==> src/rtl/level_meter_env_if.sv <==
// Sample/level bus between the sample source, the envelope follower and the
// bar-graph driver.
interface level_meter_env_if;
    logic signed [7:0] sample_in;
    logic              sample_valid;
    logic              clear;
    logic [7:0]        level;
    logic [7:0]        peak;
    logic              peak_hold_active;
    logic              overload;

    modport master (
        output sample_in, sample_valid, clear,
        input  level, peak, peak_hold_active, overload
    );

    modport slave (
        input  sample_in, sample_valid, clear,
        output level, peak, peak_hold_active, overload
    );
endinterface

==> src/rtl/level_meter_env.sv <==
// Envelope follower with fast attack / linear decay plus a hold-then-fall peak
// marker, producing 8-bit level words for the LED bar-graph driver.
module level_meter_env #(
    parameter int DECAY_DIV  = 50000,
    parameter int DECAY_STEP = 1,
    parameter int PEAK_STEP  = 4,
    parameter int HOLD_TICKS = 500
) (
    input logic             clk,
    input logic             rst,
    level_meter_env_if.slave bus
);
    localparam int DATA_W = 8;
    localparam int TW     = $clog2(DECAY_DIV);
    localparam int HW     = $clog2(HOLD_TICKS + 1);
    localparam logic [TW-1:0] TICK_LAST = TW'(DECAY_DIV - 1);
    localparam logic [HW-1:0] HOLD_LAST = HW'(HOLD_TICKS - 1);
    localparam logic [7:0]    DSTEP     = 8'(DECAY_STEP);
    localparam logic [7:0]    PSTEP     = 8'(PEAK_STEP);

    typedef enum logic [1:0] {TRACK, HOLD, FALL} state_t;

    // |s| scaled to the full 0..255 range; -128 folds onto +127 so both
    // full-scale polarities map to 255.
    function automatic logic [7:0] mag_sat(input logic signed [DATA_W-1:0] s);
        logic [7:0] m;
        if (s == -8'sd128)
            m = 8'd127;
        else if (s < 8'sd0)
            m = 8'(-s);
        else
            m = 8'(s);
        return (m == 8'd127) ? 8'd255 : {m[6:0], 1'b0};
    endfunction

    function automatic logic [7:0] sat_sub(input logic [7:0] a, input logic [7:0] b);
        return (a > b) ? (a - b) : 8'd0;
    endfunction

    logic [TW-1:0] tick_cnt_p1;
    logic [HW-1:0] hold_cnt_p1, hold_cnt_nx;
    logic [7:0]    level_p1, level_nx;
    logic [7:0]    peak_p1, peak_nx;
    logic [7:0]    mag8_p0, fall_p0;
    logic          overload_p1;
    logic          tick_p0, restart_p0, full_p0;
    state_t        state_p1, state_nx;

    // Stage 0: combinational decisions from the current sample and state
    always_comb begin
        mag8_p0    = mag_sat(bus.sample_in);
        tick_p0    = (tick_cnt_p1 == TICK_LAST);
        full_p0    = bus.sample_valid &&
                     ((bus.sample_in == -8'sd128) || (bus.sample_in == 8'sd127));
        restart_p0 = bus.sample_valid && (mag8_p0 != 8'd0) && (mag8_p0 >= peak_p1);
        fall_p0    = sat_sub(peak_p1, PSTEP);

        level_nx = level_p1;
        if (bus.sample_valid && (mag8_p0 >= level_p1))
            level_nx = mag8_p0;
        else if (tick_p0)
            level_nx = sat_sub(level_p1, DSTEP);

        state_nx    = state_p1;
        peak_nx     = peak_p1;
        hold_cnt_nx = hold_cnt_p1;
        if (restart_p0) begin
            state_nx    = HOLD;
            peak_nx     = mag8_p0;
            hold_cnt_nx = '0;
        end else begin
            case (state_p1)
                TRACK: peak_nx = level_nx;
                HOLD: begin
                    if (tick_p0) begin
                        if (hold_cnt_p1 == HOLD_LAST)
                            state_nx = FALL;
                        else
                            hold_cnt_nx = hold_cnt_p1 + HW'(1);
                    end
                end
                FALL: begin
                    if (tick_p0) begin
                        if (fall_p0 <= level_nx) begin
                            peak_nx  = level_nx;
                            state_nx = TRACK;
                        end else begin
                            peak_nx = fall_p0;
                        end
                    end
                end
                default: state_nx = TRACK;
            endcase
        end
    end

    // Stage 1: registered outputs, tick phase and peak FSM
    always_ff @(posedge clk or posedge rst) begin
        if (rst) begin
            tick_cnt_p1 <= '0;
            hold_cnt_p1 <= '0;
            level_p1    <= 8'd0;
            peak_p1     <= 8'd0;
            overload_p1 <= 1'b0;
            state_p1    <= TRACK;
        end else if (bus.clear) begin
            tick_cnt_p1 <= '0;
            hold_cnt_p1 <= '0;
            level_p1    <= 8'd0;
            peak_p1     <= 8'd0;
            overload_p1 <= 1'b0;
            state_p1    <= TRACK;
        end else begin
            tick_cnt_p1 <= tick_p0 ? '0 : tick_cnt_p1 + TW'(1);
            hold_cnt_p1 <= hold_cnt_nx;
            level_p1    <= level_nx;
            peak_p1     <= peak_nx;
            overload_p1 <= overload_p1 | full_p0;
            state_p1    <= state_nx;
        end
    end

    assign bus.level            = level_p1;
    assign bus.peak             = peak_p1;
    assign bus.peak_hold_active = (state_p1 == HOLD);
    assign bus.overload         = overload_p1;
endmodule

==> src/flat_wrapper.sv <==
// flat-port wrapper written by rule: the top's interface ports become plain ports
module level_meter_env_flat 
#(
    parameter int DECAY_DIV  = 50000,
    parameter int DECAY_STEP = 1,
    parameter int PEAK_STEP  = 4,
    parameter int HOLD_TICKS = 500
)
  (clk, rst, bus_sample_in, bus_sample_valid, bus_clear, bus_level, bus_peak, bus_peak_hold_active, bus_overload);
  level_meter_env_if bus_i ();
  input logic clk;
  input logic rst;
  input wire logic [$bits(bus_i.sample_in)-1:0] bus_sample_in;
  input wire logic [$bits(bus_i.sample_valid)-1:0] bus_sample_valid;
  input wire logic [$bits(bus_i.clear)-1:0] bus_clear;
  output wire logic [$bits(bus_i.level)-1:0] bus_level;
  output wire logic [$bits(bus_i.peak)-1:0] bus_peak;
  output wire logic [$bits(bus_i.peak_hold_active)-1:0] bus_peak_hold_active;
  output wire logic [$bits(bus_i.overload)-1:0] bus_overload;
  assign bus_i.sample_in = bus_sample_in;
  assign bus_i.sample_valid = bus_sample_valid;
  assign bus_i.clear = bus_clear;
  assign bus_level = bus_i.level;
  assign bus_peak = bus_i.peak;
  assign bus_peak_hold_active = bus_i.peak_hold_active;
  assign bus_overload = bus_i.overload;
  level_meter_env #(.DECAY_DIV(DECAY_DIV), .DECAY_STEP(DECAY_STEP), .PEAK_STEP(PEAK_STEP), .HOLD_TICKS(HOLD_TICKS)) u_core (.clk(clk), .rst(rst), .bus(bus_i));
endmodule
==> config.mk <==
export PLATFORM = sky130hd
export DESIGN_NAME = level_meter_env_flat
export DESIGN_NICKNAME = d
export VERILOG_FILES = /design/src/rtl/level_meter_env_if.sv /design/src/rtl/level_meter_env.sv /design/src/flat_wrapper.sv
export SDC_FILE = /design/constraint.sdc
export NUM_CORES = 1
export LEC_CHECK = 0
export BUFFER_PORTS_ARGS = -buffer_cell sky130_fd_sc_hd__buf_2
export CORE_MARGIN = 2
export CORE_UTILIZATION = 50
export DETAILED_ROUTE_END_ITERATION = 10
export PLACE_DENSITY = 0.71
export SYNTH_ARGS = -nofsm -noshare
export SYNTH_HDL_FRONTEND = slang
export SYNTH_SLANG_ARGS = --single-unit
export TNS_END_PERCENT = 20
==> constraint.sdc <==
create_clock -name clk -period 10.6 [get_ports clk]
set_clock_uncertainty 0.2 [all_clocks]
set_input_delay 1.06 -clock clk [delete_from_list [all_inputs] [get_ports clk]]
set_output_delay 1.06 -clock clk [all_outputs]
set_load 0.03 [all_outputs]
==> impl_metrics.toml <==
[synth]
yosys.area_share.simple_pct = 27.0
synth_compound_area_share_pct = 15.3
netlist_top_cells_area = "dfrtp_1, ha_1, nor2_1"
yosysWarningCount = 0
avgSynthCellArea_um2 = 8.59
yosysTopAreaCell = "dfrtp_1"
synth_commonest_cells = "nor2_1, dfrtp_1, ha_1"
yosysTopAreaCellShare_pct = 32.3
synth.distinct_cells = 58
ys_ff_latch = 44
synthCells = 397
synthAdderAreaFrac_pct = 11.7
synth_edf_count = 0
synthFlopType = "dfrtp_1"
synth_xor_area_share_pct = 6.93
synthArstFlopShare_pct = 100
synth_top_family_by_area = "simple AND/OR/NAND/NOR gates"
muxShareOfSynthArea_pct = 2.71
synth_area_um2 = 3410
ys_seq_area_share_pct = 32.3
yosysMostFrequentCell = "nor2_1"
syn_nets = 441

[floorplan]
dieArea_um2 = 7500
initial_core_util_pct = 51.1
dieHeight_um = 86.6
core_area_um2 = 6680
die_x_um = 86.6
boundaryPins = 30
rows = 30

[worst_setup_path]
cpPeakStageDelay_ns = 0.96
path_cells = "buf_2, inv_1, ha_1, nor3b_1, o41ai_1, o21ai_0, nor4bb_1, inv_1, ha_1, nand2b_1, a2111oi_0, a2bb2oi_1, o311ai_0, o31ai_1, ha_1, nor2b_1, o211ai_1, a21oi_1, o21ai_0, inv_1, o2111a_1, nor4_1"
cp.arrival_ns = 7.93
critPathCaptureType = "flop"
crit_path_start = "bus_sample_in[0]"
r2r-start = "u_core.bus.level[0]"
required_ns = 10.61
critical_path.max_fanout = 14
reg2reg_slack_ns = 5.04
cp-start-kind = "primary input"
crit_buf_inv = 4
crit_path_top_delay_cell = "a2bb2oi_1"
critPathTopFamily = "compound AO/OA/AOI/OAI gates"
path_class = "primary input to flop"

[global_route]
antenna_found_initial = 0
grt_pass1_vias = 2828
grt_pass1_wl_mm = 13.9
busiest_layer = "met1"
overflow = 0
use_met2_pct = 33.1
met3_usage_pct = 4.29
track_usage_pct = 23.4
met1_usage_pct = 35.4
grt_start_max_net_pins = 45

[detailed_routing]
drt-initial-drc-count = 169
drc = 0
viasPerCell = 6.01
ant_nets = 0
avgRoutedWirePerCell_um = 16.5
num_vias = 3025
drt_wl_total_mm = 8.29
first_pass_iters = 4

[clocking]
hold_buffers = 0
h-tree-depth = 2
cts.clk_slew.worst_paths_ns = 0.10
numCtsBuffers = 5
clk_path_buf_depth = 2
clk_latency_ns = 0.31
numClockSinks = 44
post_cts_buffers = 0
clock-root-buffer = "clkbuf_8"
cts_tree = "done"
post_cts_resized = 0

[final_layout]
finalNetCount = 466
regArea_um2 = 1100
drive_gt1_share_pct = 11.8
area_delta_synth_final_pct = 8.84
fin_cells = 503
multi_input_area_um2 = 2180
nFillCells = 620
post-route-util_pct = 55.6
n_antenna_cell = 0

[place]
dpl.hpwl_mm = 6.05
place.gp.congestion = 0.946
dpl.cell_count = 495
portBuffers = 29

[power]
p_sw_share_pct = 45.1
p_sw_mw = 0.286
power_mw = 0.635
power_density_nw_per_um2 = 171
p_int_mw = 0.349
power_frac_seq_pct = 32.1
p_comb_share_pct = 50.8
power.share.clock_pct = 17.1
vdd_drop_max_mv = 0.142
p_leak_nw = 1.68

[sta]
fin_tns_setup_ns = 0
fmax_mhz = 126
fin_crit_sh_pct = 74.7
rsz0062_at_grt = "no"
slew_viol_final = 0
hold_slack_ns = 0.263
fin_crit_ns = 7.91
setup_viol = 0
relSlewSlack_pct = 17.8
finalHoldViolCount = 0
tightestPinTransition_ns = 1.23

[hold_path]
hold_path_startpoint = "u_core.tick_cnt_p1[0]"
hp-class = "flop to flop"

[outcome]
status = "completed"

[flow_run]
maxCapViolCount = 0
==> state kept, by name (all words and copies together) (netlist names) <==
| register | count |
|---|---|
| u_core.tick_cnt_p1 | 16 |
| u_core.bus.level | 8 |
| u_core.hold_cnt_p1 | 9 |
| u_core.state_p1 | 2 |
| u_core.bus.peak | 8 |
| u_core.bus.overload | 1 |
==> kinds of logic (layout without fill, tap and decap cells) <==
kind of cell             Yosys count  count (layout)
adder cells (fa/ha/maj)           32              32
buffers and inverters             37              63
XOR/XNOR                          27              27
multiplexers                       9               9
flip-flops                        44              44
AND/OR/NAND/NOR                  174             174
AO/OA/AOI/OAI                     74              74
==> final cells by class <==
cell class	count	area share, %
Multi-Input combinational cell	316	58.7
Sequential cell	44	29.6
Timing Repair Buffer	30	4.11
Tap cell	80	2.70
Inverter	25	2.53
Clock buffer	5	1.85
Clock inverter	3	0.505
==> power by group through the flow <==
stage / Combinational, mW / Clock, mW / Sequential, mW
global placement: 0.312 / 0 / 0.206
finish: 0.323 / 0.108 / 0.204
global route: 0.361 / 0.119 / 0.206
floorplan: 0.213 / 0 / 0.228
detailed placement: 0.315 / 0 / 0.207
CTS: 0.319 / 0.112 / 0.203
==> metal layers <==
layer / vias to the layer above / wire (µm)
li1: 1472 / -
met1: 1434 / 3940
met2: 97 / 3620
met3: 22 / 507
met4: 0 / 214
met5: - / 0
==> per-stage QoR <==
stage / area, µm² / setup WS (ns)
finish: 3710 / 2.69
global route: 3710 / 2.03
CTS: 3710 / 2.71
detailed placement: 3630 / 2.50
global placement: 3630 / 2.70
floorplan: 3410 / 4.12
==> placed cells by master (no fill, tap or decap), types with 3 or more instances in the layout <==
cell / synthesis / final
nand2b_1: 11 / 11
nor2_1: 61 / 61
a21o_1: 4 / 4
xor2_1: 13 / 13
nand2_1: 25 / 25
nor3_1: 6 / 6
xnor2_1: 14 / 14
o21ai_0: 16 / 16
nor4_1: 4 / 4
o21a_1: 6 / 6
ha_1: 32 / 32
nand4_1: 7 / 7
nor3b_1: 5 / 5
inv_1: 25 / 24
mux2i_1: 7 / 7
buf_2: 1 / 29
o31a_1: 3 / 3
o31ai_1: 3 / 3
nand3b_1: 3 / 3
nand3_1: 17 / 17
or3_1: 5 / 5
dfrtp_1: 44 / 44
nor2b_1: 5 / 5
nor4b_1: 4 / 4
a21oi_1: 14 / 14
and3_1: 9 / 9
clkbuf_8: 0 / 5
==> path summary, 6_finish.rpt <==
check / cells past startpoint / endpoint
worst min register to register: 1 / u_core.tick_cnt_p1[0]
max in group asynchronous: 3 / u_core.bus.level[3]
min in group asynchronous: 3 / u_core.bus.peak[7]
worst max-delay path: 22 / u_core.bus.peak[6]
worst max register to register: 14 / u_core.bus.peak[6]
worst min-delay path: 1 / u_core.tick_cnt_p1[0]
Power figures use the tool's default switching activity.
